<file path="src/rtl/multi_clk_div_bank.sv">
// multi_clk_div_bank: bank of runtime-programmable 50%-duty clock-enable dividers plus a
// free-running power-of-two chain. Defining CLKDIV_SYNC_EN adds the resync port.
module multi_clk_div_bank #(
  parameter int NUM_CH    = 4,
  parameter int DIV_W     = 12,
  parameter int RESET_DIV = 1,
  parameter int POW2_W    = 8
) (
  input  logic              clk,
  input  logic              reset,
  input  logic              wr_en,
  input  logic [3:0]        wr_ch,
  input  logic [DIV_W-1:0]  wr_div,
`ifdef CLKDIV_SYNC_EN
  input  logic              resync,
`endif
  output logic [NUM_CH-1:0] clk_out,
  output logic [NUM_CH-1:0] tick,
  output logic [NUM_CH-1:0] pending,
  output logic [POW2_W-1:0] div_pow2
);

  logic [NUM_CH-1:0][DIV_W-1:0] cnt, cnt_nxt;
  logic [NUM_CH-1:0][DIV_W-1:0] active, active_nxt;
  logic [NUM_CH-1:0][DIV_W-1:0] shadow, shadow_nxt;
  logic [NUM_CH-1:0]            clk_out_nxt, tick_nxt, pending_nxt;
  logic [NUM_CH-1:0]            at_tc, disabled;
  logic [POW2_W-1:0]            pow2_cnt;
  logic                         wr_valid;
  logic                         do_resync;

`ifdef CLKDIV_SYNC_EN
  assign do_resync = resync;
`else
  assign do_resync = 1'b0;
`endif

  assign wr_valid = wr_en && (32'(wr_ch) < NUM_CH);

  for (genvar g = 0; g < NUM_CH; g++) begin : g_tc
    assign disabled[g] = (active[g] == '0);
    assign at_tc[g]    = !disabled[g] && (cnt[g] == active[g] - DIV_W'(1));
  end

  // A write landing on a boundary cycle overrides the pending clear, so it waits for the next one.
  always_comb begin
    cnt_nxt     = cnt;
    active_nxt  = active;
    shadow_nxt  = shadow;
    pending_nxt = pending;
    clk_out_nxt = clk_out;
    tick_nxt    = '0;
    for (int i = 0; i < NUM_CH; i++) begin
      if (disabled[i]) begin
        cnt_nxt[i]     = '0;
        clk_out_nxt[i] = 1'b0;
        if (pending[i]) begin
          active_nxt[i]  = shadow[i];
          pending_nxt[i] = 1'b0;
        end
      end else if (at_tc[i]) begin
        cnt_nxt[i] = '0;
        if (pending[i]) begin
          active_nxt[i]  = shadow[i];
          pending_nxt[i] = 1'b0;
          if (shadow[i] != '0) begin
            clk_out_nxt[i] = ~clk_out[i];
            tick_nxt[i]    = 1'b1;
          end else begin
            clk_out_nxt[i] = 1'b0;
          end
        end else begin
          clk_out_nxt[i] = ~clk_out[i];
          tick_nxt[i]    = 1'b1;
        end
      end else begin
        cnt_nxt[i] = cnt[i] + DIV_W'(1);
      end

      if (do_resync) begin
        cnt_nxt[i]     = '0;
        clk_out_nxt[i] = 1'b0;
        tick_nxt[i]    = 1'b0;
        if (pending[i]) begin
          active_nxt[i]  = shadow[i];
          pending_nxt[i] = 1'b0;
        end
      end

      if (wr_valid && (32'(wr_ch) == i)) begin
        shadow_nxt[i]  = wr_div;
        pending_nxt[i] = 1'b1;
      end
    end
  end

  always_ff @(posedge clk) begin
    if (reset) begin
      cnt      <= '0;
      active   <= {NUM_CH{DIV_W'(RESET_DIV)}};
      shadow   <= {NUM_CH{DIV_W'(RESET_DIV)}};
      pending  <= '0;
      clk_out  <= '0;
      tick     <= '0;
      pow2_cnt <= '0;
    end else begin
      cnt      <= cnt_nxt;
      active   <= active_nxt;
      shadow   <= shadow_nxt;
      pending  <= pending_nxt;
      clk_out  <= clk_out_nxt;
      tick     <= tick_nxt;
      pow2_cnt <= do_resync ? '0 : pow2_cnt + POW2_W'(1);
    end
  end

  assign div_pow2 = pow2_cnt;

endmodule
</file>
<file path="config.mk">
export PLATFORM = sky130hd
export DESIGN_NAME = multi_clk_div_bank
export DESIGN_NICKNAME = d
export VERILOG_FILES = /design/src/rtl/multi_clk_div_bank.sv
export SDC_FILE = /design/constraint.sdc
export NUM_CORES = 1
export LEC_CHECK = 0
export CAP_MARGIN = 10
export CORE_ASPECT_RATIO = 0.8
export CORE_UTILIZATION = 50
export CTS_CLUSTER_SIZE = 14
export DETAILED_ROUTE_END_ITERATION = 10
export PLACE_DENSITY_LB_ADDON = 0.12
export SLEW_MARGIN = 25
export SYNTH_ARGS = -nofsm -noshare
export SYNTH_HDL_FRONTEND = slang
export SYNTH_SLANG_ARGS = --single-unit
</file>
<file path="constraint.sdc">
create_clock -name clk -period 3.3 [get_ports clk]
set_input_delay 0.825 -clock clk [delete_from_list [all_inputs] [get_ports clk]]
set_output_delay 0.825 -clock clk [all_outputs]
set_load 0.01 [all_outputs]
</file>
==> impl_metrics.toml <==
[clock_network]
insertion_delay_ps = 430
cts_buffers = 17
cts_sinks = 164
cts_tree = "done"
cts_root_buffer = "clkbuf_16"
clockBufferDepth = 2
cts_max_level = 4
clk_pin_slew_ps = 70

[run_status]
status = "completed"

[critical_path]
r2r-start = "active[12]"
critPathMaxFanout = 12
startpoint = "active[12]"
crit_arrival_ps = 3410
slowest_delay_ps = 520
worstSetupStartpointType = "register"
crit_required_ps = 3660
crit_family = "simple AND/OR/NAND/NOR gates"
slowest_stage = "and4_1"
r2r_setup_slack_ps = 250
crit_chain = "inv_1 -> ha_1 -> or4b_1 -> or3_1 -> a2111oi_2 -> o211ai_1 -> nand2_1 -> and4_1 -> mux2i_1"
cp_num_cells = 9
crit_path_end_kind = "register"
r2r_cells = 9
path_class = "register to register"
crit_end = "active[19]"
r2r-end = "active[19]"
cp.buffers_inverters = 1

[pwr]
internal-power_w = 0.00312
peakVddDrop_mv = 0.295
swShare_pct = 24.5
p_switching_w = 0.00101
p_seq_share_pct = 49.1
power_frac_comb_pct = 5.9
powerDensity_mw_per_mm2 = 446
power.share.clock_pct = 45.0
p_leak_nw = 3.33

[layout]
areaGrowthSynthToFinish_pct = 13.0
final_cells = 1189
drive_gt1_share_pct = 7.39
final_nets = 989
num_antenna_cells = 0

[logic_synthesis]
synthMuxAreaShare_pct = 6.60
synthesis.nets = 968
ys_top_cells_by_count = "164 x dfxtp_1, 116 x nor2_1, 89 x nand2_1, 60 x nand3_1, 54 x mux2i_1"
yosys_warnings = 0
synth_cell_types = 75
synth_xor_area_share_pct = 10.4
async_flop_share_pct = 0
synth_fa_ha_area_share_pct = 1.37
synth_top_family_by_area = "simple AND/OR/NAND/NOR gates"
ys.flop_type = "dfxtp_1"
yosysTopAreaCellShare_pct = 40.1
synth_most_common_cell = "dfxtp_1"
ys_ff_latch = 164
yosysTopAreaCell = "dfxtp_1"
synth_edf_count = 0
avgSynthCellArea_um2 = 8.71
synth_compound_area_share_pct = 11.8
syn_inst = 940
synthSimpleGateAreaFrac_pct = 25.5
ys_seq_area_share_pct = 40.1
synth_area_mm2 = 0.00819
netlist_top_cells_area = "dfxtp_1 40%, mux2i_1 6.6%, xor2_1 5.3%"

[sta]
setup_viol = 0
clock_skew_ps = 6.99
max_slew_margin_pct = 55.3
worstMarginPinSlew_ps = 665
drv_slew = 0
rsz0062_at_grt = "no"
period_share_pct = 92.6
fmax_ghz = 0.327
timing.setup.tns_ps = 0
finalCriticalPeriod_ps = 3050
finalHoldViolations = 0

[floorplan]
ioPinCount = 39
initial_core_util_pct = 51.5
die_x_um = 145
rows = 41
die_y_um = 116
fp.coreArea_mm2 = 0.0159
die_area_mm2 = 0.0169

[placement]
portBuffers = 38
dp_cells = 1157
dp_hpwl_um = 12600
gp_congestion = 0.820

[global_routing]
antenna_found_initial = 0
grt_max_degree = 42
grt_first_pass_wirelength_um = 30300
grt_pass1_vias = 6034
track_usage_pct = 22.2
grt-ovfl-total = 0

[route]
routed-via-count = 6659
first_iter_violations = 440
firstDrtPassIters = 4
postRouteAntennaNets = 0
wl_per_cell_um = 15.1
route.detailed.drc = 0
routed_wl_um = 18000
vias_per_cell = 5.60

[flow_run]
maxCapViolCount = 0

[worst_hold_path]
hp-class = "register to register"
==> per-stage QoR <==
| step | util [%] | instance area [µm²] | worst slack [ps] | hold WS (ps) | power, W |
|---|---|---|---|---|---|
| floorplan | - | 8190 | 624 | 440 | 0.00221 |
| global placement | 54.7 | 8690 | 303 | 445 | 0.00232 |
| detailed placement | 54.7 | 8690 | 237 | 452 | 0.00231 |
| CTS | 58.2 | 9250 | 235 | 467 | 0.00416 |
| global route | 58.2 | 9250 | 6.09 | 486 | 0.00428 |
| finish | 58.2 | 9250 | 245 | 463 | 0.00413 |
==> cell usage in the layout, fill, tap and decap left out, drive strengths merged, types with 31 or more instances in the layout <==
| cell | count |
|---|---|
| dfxtp | 164 |
| nor2 | 116 |
| nand2 | 89 |
| nand3 | 60 |
| mux2i | 54 |
| xor2 | 50 |
| xnor2 | 47 |
| nor3 | 38 |
| clkdlybuf4s50 | 37 |
| and3 | 34 |
| a21oi | 31 |
==> how the worst min path moves through the flow <==
| stage | from | to | slack [ps] | depth (start not counted) |
|---|---|---|---|---|
| 6_report | clk_out[3] | clk_out[3] | 460 | 2 |
| 5_1_grt | div_pow2[0] | div_pow2[0] | 490 | 1 |
| 4_1_cts | clk_out[3] | clk_out[3] | 470 | 2 |
| 3_5_place_dp | div_pow2[0] | div_pow2[0] | 450 | 1 |
| 3_3_place_gp | div_pow2[0] | div_pow2[0] | 440 | 1 |
| 2_1_floorplan | shadow[28] | shadow[28] | 440 | 2 |
==> cell type report <==
| type | instances | area [µm²] |
|---|---|---|
| Fill cell | 1436 | 6650 |
| Multi-Input combinational cell | 702 | 4570 |
| Sequential cell | 164 | 3280 |
| Timing Repair Buffer | 52 | 483 |
| Clock buffer | 19 | 453 |
| Tap cell | 215 | 269 |
| Clock inverter | 13 | 101 |
| Inverter | 24 | 90.1 |
==> state kept, by name, indices dropped and copies added (netlist names) <==
signal,flops
shadow,48
active,48
cnt,48
pending,4
clk_out,4
div_pow2,8
tick,4
==> cells by family (layout without fill, tap and decap cells) <==
group	after synthesis	after routing
xor+xnor	97	97
buf+inv	74	108
compound gates	124	124
flops	164	164
fa+ha+maj	9	9
simple gates	418	418
mux	54	54
==> worst register-to-register path: stages, from the launching register on <==
cell	delay [ps]
dfxtp_1	360
inv_1	70
ha_1	250
or4b_1	470
or3_1	330
a2111oi_2	380
o211ai_1	230
nand2_1	120
and4_1	520
mux2i_1	250
==> routing by layer <==
layer | up-vias | routed length (µm) | GRT usage [%]
met3 | 16 | 786 | 5.63
met2 | 111 | 7410 | 32.0
met5 | - | 0 | 0
met1 | 3141 | 9610 | 32.6
li1 | 3391 | - | -
met4 | 0 | 167 | 6.25
==> power by group through the flow <==
stage | clock (W) | combinational [W] | sequential [W]
global route | 0.00198 | 0.000267 | 0.00203
detailed placement | 0 | 0.000242 | 0.00207
CTS | 0.00189 | 0.000245 | 0.00203
floorplan | 0 | 0.000140 | 0.00207
global placement | 0 | 0.000243 | 0.00207
finish | 0.00186 | 0.000245 | 0.00203
==> repair_timing <==
action	4_1_cts	5_1_grt
setup endpoints to repair	0	6
buffers inserted	0	0
resized for setup	0	1
hold buffers	0	0
Note: power is estimated with default switching activity, not from simulation.
